==> src/rtl/fir_decim_fifo.sv <==
// Decimating output stage for the low-pass FIR: keeps one of every DECIM samples,
// applies a saturating power-of-two gain and buffers results in a fall-through FIFO.
module fir_decim_fifo #(
    parameter int unsigned DATA_W     = 24,
    parameter int unsigned DECIM      = 4,
    parameter int unsigned FIFO_DEPTH = 8
) (
    input  logic                          clk,
    input  logic                          rst_n,
    input  logic [DATA_W-1:0]             in_data,
    input  logic                          in_valid,
    input  logic [2:0]                    gain_shift,
    output logic [DATA_W-1:0]             out_data,
    output logic                          out_valid,
    input  logic                          out_ready,
    output logic [$clog2(FIFO_DEPTH):0]   level,
    output logic                          overflow,
    output logic                          sat,
    input  logic                          clr_flags
);

    localparam int unsigned EXT_W = DATA_W + 7;
    localparam int unsigned PH_W  = (DECIM > 1) ? $clog2(DECIM) : 1;
    localparam int unsigned AW    = $clog2(FIFO_DEPTH);
    localparam int unsigned LW    = AW + 1;

    localparam logic signed [EXT_W-1:0] SAT_MAX = {{8{1'b0}}, {(DATA_W-1){1'b1}}};
    localparam logic signed [EXT_W-1:0] SAT_MIN = {{8{1'b1}}, {(DATA_W-1){1'b0}}};

    logic [PH_W-1:0]         phase;
    logic [PH_W-1:0]         phase_next_c;
    logic                    keep_c;

    logic signed [EXT_W-1:0] ext_c;
    logic signed [EXT_W-1:0] shifted_c;
    logic [DATA_W-1:0]       gain_data_c;
    logic                    gain_clip_c;

    logic [DATA_W-1:0]       stage_data;
    logic                    stage_valid;
    logic                    stage_clip;

    logic [DATA_W-1:0]       mem [FIFO_DEPTH];
    logic [AW-1:0]           wr_ptr;
    logic [AW-1:0]           rd_ptr;
    logic [AW-1:0]           wr_next_c;
    logic [AW-1:0]           rd_next_c;
    logic [LW-1:0]           level_next_c;
    logic [DATA_W-1:0]       head_next_c;
    logic                    pop_c;
    logic                    push_c;
    logic                    drop_c;

    // Decimation phase: only accepted samples advance it.
    always_comb begin
        keep_c       = in_valid && (phase == PH_W'(DECIM - 1));
        phase_next_c = phase;
        if (in_valid) begin
            phase_next_c = keep_c ? '0 : PH_W'(phase + PH_W'(1));
        end
    end

    // Gain: widen by the maximum shift so the true product is never lost before clipping.
    always_comb begin
        ext_c       = EXT_W'($signed(in_data));
        shifted_c   = ext_c <<< gain_shift;
        gain_data_c = shifted_c[DATA_W-1:0];
        gain_clip_c = 1'b0;
        if (shifted_c > SAT_MAX) begin
            gain_data_c = SAT_MAX[DATA_W-1:0];
            gain_clip_c = 1'b1;
        end else if (shifted_c < SAT_MIN) begin
            gain_data_c = SAT_MIN[DATA_W-1:0];
            gain_clip_c = 1'b1;
        end
    end

    // FIFO control; a full FIFO still accepts when the head leaves in the same cycle.
    always_comb begin
        pop_c        = out_valid && out_ready;
        push_c       = stage_valid && ((level < LW'(FIFO_DEPTH)) || pop_c);
        drop_c       = stage_valid && !push_c;
        wr_next_c    = push_c ? AW'(wr_ptr + AW'(1)) : wr_ptr;
        rd_next_c    = pop_c  ? AW'(rd_ptr + AW'(1)) : rd_ptr;
        level_next_c = level;
        if (push_c && !pop_c) begin
            level_next_c = LW'(level + LW'(1));
        end else if (!push_c && pop_c) begin
            level_next_c = LW'(level - LW'(1));
        end
        head_next_c = '0;
        if (level_next_c != '0) begin
            head_next_c = (push_c && (wr_ptr == rd_next_c)) ? stage_data : mem[rd_next_c];
        end
    end

    always_ff @(posedge clk or negedge rst_n) begin
        if (!rst_n) begin
            phase       <= '0;
            stage_data  <= '0;
            stage_valid <= 1'b0;
            stage_clip  <= 1'b0;
            wr_ptr      <= '0;
            rd_ptr      <= '0;
            level       <= '0;
            out_valid   <= 1'b0;
            out_data    <= '0;
            overflow    <= 1'b0;
            sat         <= 1'b0;
        end else begin
            phase       <= phase_next_c;
            stage_data  <= gain_data_c;
            stage_valid <= keep_c;
            stage_clip  <= keep_c && gain_clip_c;
            wr_ptr      <= wr_next_c;
            rd_ptr      <= rd_next_c;
            level       <= level_next_c;
            out_valid   <= (level_next_c != '0);
            out_data    <= head_next_c;
            // A set event in the same cycle as a clear takes priority.
            overflow    <= (overflow && !clr_flags) || drop_c;
            sat         <= (sat && !clr_flags) || (stage_valid && stage_clip);
        end
    end

    // Storage needs no reset: occupancy alone decides what is visible.
    always_ff @(posedge clk) begin
        if (push_c) begin
            mem[wr_ptr] <= stage_data;
        end
    end

endmodule

==> config.mk <==
export PLATFORM = sky130hd
export DESIGN_NAME = fir_decim_fifo
export DESIGN_NICKNAME = d
export VERILOG_FILES = /design/src/rtl/fir_decim_fifo.sv
export SDC_FILE = /design/constraint.sdc
export NUM_CORES = 1
export LEC_CHECK = 0
export CORE_MARGIN = 5
export CORE_UTILIZATION = 23
export CTS_CLUSTER_SIZE = 40
export DETAILED_ROUTE_END_ITERATION = 8
export PLACE_DENSITY_LB_ADDON = 0.25
export SYNTH_ARGS = -nofsm -noshare
export SYNTH_HDL_FRONTEND = slang
export SYNTH_SLANG_ARGS = --single-unit
==> constraint.sdc <==
create_clock -name clk -period 3.7 [get_ports clk]
set_input_delay 0.74 -clock clk [delete_from_list [all_inputs] [get_ports clk]]
set_output_delay 0.74 -clock clk [all_outputs]
set_load 0.01 [all_outputs]
==> flow_summary.json, run 1 <==
{
  "routabilityCongestion": 0.725,
  "wl_per_cell_um": 21.5,
  "power.total_mw": 10.4,
  "path_cells": "clkdlybuf4s50_1 -> a21oi_1 -> a32oi_1 -> xnor2_1 -> o31a_1 -> buf_12 -> o2bb2ai_1",
  "yosysTopAreaCellShare": 0.517,
  "grt_pass1_vias": 7529,
  "fmax_ghz": 0.359,
  "setup_ws_ns": 0.917,
  "num_rows": 80,
  "cts.sinks": 257,
  "cts-htree-levels": 1,
  "syn_area_sq_um": 11100,
  "drive_gt1_frac": 0.156,
  "dp_cells": 1468,
  "drv_cap": 0,
  "ir_worst_vdd_uv": 542,
  "grt_max_degree": 75,
  "clk_latency_ns": 0.55,
  "post_cts_buffers": 0,
  "critical_path.startpoint": "out_ready",
  "worstPathRequired_ns": 4.16,
  "crit_family": "compound AO/OA/AOI/OAI gates",
  "clock-skew-final_ns": 0.00962,
  "cts.path.max_buffers": 3,
  "antenna_found_initial": 1,
  "yosys-top-cells-count": "edfxtp_1, a21oi_1, nor3_1, o22ai_1, dfrtp_1",
  "core_sq_um": 47800,
  "dpl_cell_area_sq_um": 12700,
  "clkPwrFrac": 0.278,
  "tns_ns": 0,
  "relSlewSlack": 0.363,
  "finish.instance_area_sq_um": 13700,
  "die_h_um": 230,
  "syn_area_per_cell_sq_um": 13.4,
  "swShare": 0.350,
  "synth_warnings": 0,
  "path_class": "in -> reg",
  "cts_resized": 0,
  "whs_ns": 0.345,
  "setup_viol": 0,
  "powerDensity_nw_per_um2": 758,
  "ys_seq_area_frac": 0.663,
  "yosysMostFrequentCell": "edfxtp_1",
  "dr_total_vias": 7380,
  "cp-start-kind": "primary input",
  "drtAntennaViolNets": 0,
  "die_x_um": 230,
  "hold_class": "in -> async",
  "synth-edff-count": 192,
  "p_switching_mw": 3.63,
  "wirelength_um": 32700,
  "rsz0062_at_grt": "no",
  "crit_buf_inv": 2,
  "comb_power_share": 0.351,
  "dp_slack_ns": 0.324,
  "status": "complete, no violations",
  "io_pins": 63,
  "synth_largest_area_cell": "edfxtp_1",
  "route.detailed.drc": 0,
  "cts_tree": "done",
  "cp-end-kind": "flip-flop",
  "placement.io_buffers": 62,
  "regToRegStartpoint": "out_valid$_DFF_PN0_",
  "drv_slew": 0,
  "clk_pin_slew_ns": 0.06,
  "critPathMaxFanout": 20,
  "initial_core_util": 0.233,
  "n_fill_cell": 4907,
  "ys_ff_latch": 257,
  "drtPass1Iterations": 5,
  "nets": 922,
  "synth_ff_type": "edfxtp_1",
  "vias_per_cell": 4.84,
  "fin_crit_ns": 2.78,
  "hold_violations": 0,
  "synthTopCellsByArea": "edfxtp_1, dfrtp_1, o22ai_1",
  "final_cells": 1525,
  "postLayoutCoreUtil": 0.286,
  "drt_first_iter_violations": 544,
  "p_int_mw": 6.74,
  "synthCells": 829,
  "synthToLayoutAreaGrowth_pct": 22.8,
  "worstPathArrival_ns": 3.24,
  "worst_pin_slew_ns": 0.956,
  "seq_power_share": 0.371,
  "synth_cell_types": 57,
  "dieArea_sq_um": 53000,
  "clockRootBuffer": "clkbuf_16",
  "cp_slowest_cell": "clkdlybuf4s50_1",
  "post-dp-hpwl_um": 18300,
  "synth_fp_nets": 866,
  "async_reset_ff_frac": 0.253,
  "grt_pass1_wl_um": 49500,
  "grt_overflow": 0,
  "slowest_delay_ns": 0.67,
  "p_leak_nw": 4.49,
  "grt_usage": 0.120,
  "min_period_over_period": 0.752,
  "ctsHoldBuffers": 0,
  "numCtsBuffers": 30
}
-- cells in the final DEF, fill, tap and decap left out, types with 17 or more instances in the layout --
cell and n:
o21ai_1 17, buf_4 26, clkdlybuf4s50_1 61, o2111ai_1 23, a21oi_1 91, edfxtp_1 192, mux2_2 30, clkbuf_16 31
o22ai_1 74, dfrtp_1 65, nor3_1 78, o2bb2ai_1 23, mux2i_1 30
-- power groups by stage --
stage / clock, mW / sequential (mW) / combinational (mW)
2_1_floorplan: 0 / 3.78 / 2.22
3_3_place_gp: 0 / 3.92 / 3.66
3_5_place_dp: 0 / 3.92 / 3.68
4_1_cts: 2.95 / 3.87 / 3.69
5_1_grt: 3.08 / 3.90 / 3.95
6_report: 2.88 / 3.85 / 3.64
-- final cells by class --
class                   count  area, sq um  area share
flip-flops and latches    257         7390       0.540
clock buffers              48          900      0.0657
multi-input cells         488         3460       0.253
repair buffers             99         1050      0.0764
inverters                   9         33.8     0.00247
diodes                      1         2.50    0.000183
clock inverters             8         82.6     0.00603
well taps                 615          769      0.0562
-- layer usage --
layer  vias up  GRT usage  share of wire
met4         0     0.0267          0.018
met3        37     0.0175          0.044
met5         -          0              0
met1      3765      0.174           0.47
met2       189      0.192           0.47
li1       3389          -              -
-- state kept, by name (all words and copies together) (netlist names) --
name         flops
rd_ptr           3
mem            192
phase            2
stage_data      24
stage_valid      1
sat              1
out_valid        1
overflow         1
out_data        24
level            4
wr_ptr           3
stage_clip       1
-- final timing paths --
path                                            endpoint  slack (ns)  cells past startpoint
worst min-delay path               wr_ptr[2]$_DFFE_PN0P_        0.34                      1
max in group asynchronous       stage_data[16]$_DFF_PN0_        2.73                      1
worst max register to register      mem[4][21]$_DFFE_PP_        1.15                      6
worst min register to register      phase[0]$_DFFE_PN0P_        0.48                      1
min in group clk                    phase[0]$_DFFE_PN0P_        0.48                      1
worst max-delay path              out_data[20]$_DFF_PN0_        0.92                      7
-- kinds of logic after synthesis --
group	count (synthesis)	synth area share
XOR/XNOR	9	0.00707
multiplexers	67	0.0717
flip-flops	257	0.663
adder cells (fa/ha/maj)	5	0.00561
buffers and inverters	84	0.0342
AO/OA/AOI/OAI	271	0.157
AND/OR/NAND/NOR	136	0.0611
Note: power is estimated with default switching activity, not from simulation.
==> inputs of run 2 (changes only) <==
==> constraint.sdc (replaced) <==
create_clock -name clk -period 2.7 [get_ports clk]
set_input_delay 0.54 -clock clk [delete_from_list [all_inputs] [get_ports clk]]
set_output_delay 0.54 -clock clk [all_outputs]
set_load 0.01 [all_outputs]
==> flow_summary.json, run 2 (synthesized netlist as in run 1, its figures left out) <==
{
  "status": "complete, no violations",
  "cts.path.max_buffers": 3,
  "crit_buf_inv": 4,
  "largest-register": "mem",
  "drtAntennaViolNets": 0,
  "final_cell_mix": "edfxtp_1, a21oi_1, nor3_1",
  "ir_worst_vdd_uv": 510,
  "route.detailed.drc": 0,
  "antenna_cells": 0,
  "cts_resized": 0,
  "worst_pin_slew_ns": 0.564,
  "setup_viol": 0,
  "crit_family": "buffers and inverters",
  "dpl_cell_area_sq_um": 13200,
  "grt_pass1_wl_um": 48900,
  "nets": 966,
  "wirelength_um": 32100,
  "cts-htree-levels": 1,
  "drv_cap": 0,
  "finish.instance_area_sq_um": 14100,
  "cp-start-kind": "primary input",
  "fin_crit_ns": 2.42,
  "rsz0062_at_grt": "no",
  "core_sq_um": 47800,
  "cp_slowest_cell": "clkdlybuf4s50_1",
  "cp-end-kind": "flip-flop",
  "hold_class": "in -> async",
  "multi_input_area_sq_um": 3460,
  "post-dp-hpwl_um": 20600,
  "path_cells": "clkdlybuf4s50_1 -> buf_4 -> buf_4 -> nand2_1 -> a21oi_1 -> nand2_1 -> nor2_2 -> buf_12",
  "cts.sinks": 257,
  "cts_tree": "done",
  "drv_slew": 0,
  "clk_latency_ns": 0.54,
  "die_h_um": 230,
  "worstPathArrival_ns": 2.65,
  "vias_per_cell": 4.79,
  "wl_per_cell_um": 20.5,
  "path_class": "in -> reg",
  "grt_pass1_vias": 7723,
  "dieArea_sq_um": 53000,
  "worstPathRequired_ns": 2.94,
  "grt_usage": 0.118,
  "critPathMaxFanout": 14,
  "io_pins": 63,
  "dr_total_vias": 7484,
  "reg_top3": "mem x192, out_data x24, stage_data x24",
  "postLayoutCoreUtil": 0.295,
  "routabilityCongestion": 0.734,
  "setup_ws_ns": 0.283,
  "slowest_delay_ns": 0.46,
  "clock-skew-final_ns": 0.00923,
  "p_leak_nw": 4.72,
  "clk_pin_slew_ns": 0.06,
  "die_x_um": 230,
  "relSlewSlack": 0.623,
  "initial_core_util": 0.233,
  "layout_commonest_cell": "edfxtp_1",
  "dp_cells": 1514,
  "dp_slack_ns": -0.202,
  "powerDensity_nw_per_um2": 1020,
  "grt_max_degree": 75,
  "placement.io_buffers": 62,
  "hold_violations": 0,
  "drtPass1Iterations": 5,
  "grt_overflow": 0,
  "min_period_over_period": 0.895,
  "antenna_found_initial": 3,
  "regArea_sq_um": 7390,
  "synthToLayoutAreaGrowth_pct": 26.7,
  "n_fill_cell": 4830,
  "drt_first_iter_violations": 439,
  "clockRootBuffer": "clkbuf_16",
  "numCtsBuffers": 27,
  "drive_gt1_frac": 0.196,
  "largest_reg_flops": 192,
  "num_rows": 80,
  "fmax_ghz": 0.414,
  "power.total_mw": 14.5,
  "final_cells": 1564
}
run 2: final timing paths:
| check | from | end | slack (ns) | cells after the start |
|---|---|---|---|---|
| worst max register to register | out_valid$_DFF_PN0_ | out_data[23]$_DFF_PN0_ | 0.40 | 7 |
| max in group asynchronous | rst_n | stage_data[3]$_DFF_PN0_ | 1.67 | 3 |
| worst min-delay path | rst_n | rd_ptr[0]$_DFF_PN0_ | 0.46 | 2 |
| worst min register to register | phase[0]$_DFFE_PN0P_ | phase[0]$_DFFE_PN0P_ | 0.49 | 1 |
| min in group clk | phase[0]$_DFFE_PN0P_ | phase[0]$_DFFE_PN0P_ | 0.49 | 1 |
| worst max-delay path | out_ready | mem[3][10]$_DFFE_PP_ | 0.28 | 8 |
run 2: worst register-to-register path, cell delays in order, from the launching register on:
cell and delay (ns):
dfrtp_1 0.53, a21oi_1 0.33, a32oi_1 0.17, xnor2_1 0.43, o31a_1 0.26, buf_12 0.22
o2bb2ai_1 0.15, buf_4 0.14
run 2: per-layer routing:
metal / share of wire / vias up / track usage
met5: 0 / - / 0
met4: 0.017 / 0 / 0.0284
met3: 0.039 / 34 / 0.0143
met2: 0.48 / 173 / 0.196
met1: 0.47 / 3811 / 0.165
li1: - / 3466 / -
run 2: area by class of cell:
| cell class | count | area share |
|---|---|---|
| tap | 615 | 0.0545 |
| clock inverter | 12 | 0.00816 |
| inverter | 9 | 0.00239 |
| timing repair buffer | 146 | 0.113 |
| multi-input combinational | 488 | 0.245 |
| clock buffer | 37 | 0.0527 |
| sequential | 257 | 0.524 |
run 2: power by group:
part / switching (mW) / leakage, nW / internal, mW
clock: 1.52 / 0.422 / 2.12
sequential: 0.445 / 2.47 / 4.79
combinational: 3.06 / 1.83 / 2.53
total: 5.02 / 4.72 / 9.44
run 2: metrics by stage:
| stage | TNS [ns] | hold slack, ns |
|---|---|---|
| finish | 0 | 0.456 |
| detailed placement | -32.80 | 0.481 |
| global placement | -32.26 | 0.470 |
| CTS | 0 | 0.460 |
| floorplan | -53.58 | 0.244 |
| global route | 0 | 0.485 |
run 2: repair_timing:
action                                 4_1_cts  5_1_grt
setup buffers                                0        0
endpoints found under the hold margin       20        0
hold buffers                                 1        0
setup endpoints to repair                    0        0
==> inputs of run 3 (changes only) <==
--- a/config.mk
+++ b/config.mk
@@ -6,10 +6,11 @@
 export NUM_CORES = 1
 export LEC_CHECK = 0
 export CORE_MARGIN = 5
-export CORE_UTILIZATION = 23
+export CORE_UTILIZATION = 60
 export CTS_CLUSTER_SIZE = 40
 export DETAILED_ROUTE_END_ITERATION = 8
 export PLACE_DENSITY_LB_ADDON = 0.25
+export SETUP_SLACK_MARGIN = 0.1
 export SYNTH_ARGS = -nofsm -noshare
 export SYNTH_HDL_FRONTEND = slang
 export SYNTH_SLANG_ARGS = --single-unit
==> constraint.sdc (replaced) <==
create_clock -name clk -period 3 [get_ports clk]
set_input_delay 0.6 -clock clk [delete_from_list [all_inputs] [get_ports clk]]
set_output_delay 0.6 -clock clk [all_outputs]
set_load 0.01 [all_outputs]
==> flow_summary.json, run 3 (synthesized netlist as in run 1, its figures left out) <==
{
  "status": "complete, no violations",
  "grt_overflow": 0,
  "worstPathArrival_ns": 3.07,
  "vias_per_cell": 6.83,
  "drt_first_iter_violations": 913,
  "finish.instance_area_sq_um": 13200,
  "setup_viol": 0,
  "clk_latency_ns": 0.52,
  "io_pins": 63,
  "largest_reg_flops": 192,
  "final_cell_mix": "edfxtp_1, a21oi_1, nor3_1",
  "drive_gt1_frac": 0.165,
  "grt_pass1_wl_um": 43200,
  "clock-skew-final_ns": 0.0124,
  "drv_slew": 0,
  "core_sq_um": 18100,
  "post_cts_buffers": 0,
  "reg2reg_slack_ns": 0.34,
  "grt_usage": 0.255,
  "numCtsBuffers": 25,
  "worstPathRequired_ns": 3.41,
  "wirelength_um": 27700,
  "wl_per_cell_um": 24.3,
  "critPathMaxFanout": 10,
  "multi_input_area_sq_um": 3450,
  "cts_resized": 0,
  "power.total_mw": 12.4,
  "min_period_over_period": 0.887,
  "postLayoutCoreUtil": 0.728,
  "post-dp-hpwl_um": 16800,
  "largest-register": "mem",
  "powerDensity_nw_per_um2": 940,
  "die_h_um": 146,
  "reg_top3": "mem x192, out_data x24, stage_data x24",
  "setup_ws_ns": 0.338,
  "cts-htree-levels": 1,
  "cts_tree": "done",
  "initial_core_util": 0.614,
  "num_rows": 49,
  "nets": 932,
  "drtAntennaViolNets": 0,
  "clockRootBuffer": "clkbuf_16",
  "path_class": "reg -> reg",
  "ir_worst_vdd_uv": 493,
  "relSlewSlack": 0.404,
  "dpl_cell_area_sq_um": 12400,
  "whs_ns": 0.283,
  "hold_class": "in -> async",
  "hold_violations": 0,
  "cts.sinks": 257,
  "layout_commonest_cell": "edfxtp_1",
  "cp-end-kind": "flip-flop",
  "drv_cap": 0,
  "grt_max_degree": 66,
  "cts.path.max_buffers": 3,
  "ctsHoldBuffers": 0,
  "fin_crit_ns": 2.66,
  "antenna_cells": 0,
  "placement.io_buffers": 62,
  "antenna_found_initial": 0,
  "p_leak_nw": 4.51,
  "route.detailed.drc": 0,
  "dp_slack_ns": -0.00421,
  "grt_pass1_vias": 7726,
  "drtPass1Iterations": 5,
  "dieArea_sq_um": 21400,
  "routabilityCongestion": 0.852,
  "worst_pin_slew_ns": 0.894,
  "die_x_um": 146,
  "clk_pin_slew_ns": 0.06,
  "rsz0062_at_grt": "no",
  "dr_total_vias": 7805,
  "regArea_sq_um": 7390,
  "synthToLayoutAreaGrowth_pct": 18.6,
  "cp-start-kind": "flip-flop",
  "n_fill_cell": 1124,
  "fmax_ghz": 0.376
}
[run 3: cell count changes in the layout (fill, tap and decap cells not counted), sizes merged]
cell / delta
buf: -31
bufinv: +1
clkbuf: -1
clkinv: -3
clkinvlp: -1
dlygate4sd3: -1
[run 3: final cells by class]
| class | count | share of cell area |
|---|---|---|
| well taps | 229 | 0.0217 |
| clock buffers | 36 | 0.0551 |
| multi-input cells | 488 | 0.261 |
| flip-flops and latches | 257 | 0.559 |
| repair buffers | 114 | 0.0903 |
| inverters | 9 | 0.00256 |
| clock inverters | 9 | 0.00956 |
[run 3: power breakdown]
group / switching [mW] / total (mW) / internal (mW)
combinational: 2.57 / 4.51 / 1.95
sequential: 0.387 / 4.69 / 4.31
clock: 1.27 / 3.22 / 1.94
[run 3: path summary, 6_finish.rpt]
check / start / endpoint / cells past startpoint
max: rd_ptr[0]$_DFF_PN0_ / out_data[11]$_DFF_PN0_ / 7
min: rst_n / phase[0]$_DFFE_PN0P_ / 2
max reg2reg: rd_ptr[0]$_DFF_PN0_ / out_data[11]$_DFF_PN0_ / 7
min reg2reg: phase[0]$_DFFE_PN0P_ / phase[0]$_DFFE_PN0P_ / 1
max in group asynchronous: rst_n / stage_data[5]$_DFF_PN0_ / 2
min in group clk: phase[0]$_DFFE_PN0P_ / phase[0]$_DFFE_PN0P_ / 1
[run 3: worst max-delay path, cell delays in order (launching register included)]
cell       delay [ns]
dfrtp_1          0.57
ha_1             0.29
nand4b_1         0.18
a21oi_1          0.11
nor2_1           0.69
buf_4            0.29
o2111ai_1        0.13
o2bb2ai_1        0.28
[run 3: stage by stage]
step / cells / TNS, ns
after global routing: 1142 / 0
after CTS: 1142 / 0
final: 1142 / 0
after detailed placement: 1097 / -0.00421
after global placement: 1097 / 0
after floorplan: 829 / -8.65
[run 3: per-layer routing]
| metal | track usage | routed length, um |
|---|---|---|
| met1 | 0.345 | 10600 |
| met2 | 0.408 | 13100 |
| met3 | 0.0514 | 3000 |
| met4 | 0.109 | 1100 |
| met5 | 0 | 0 |
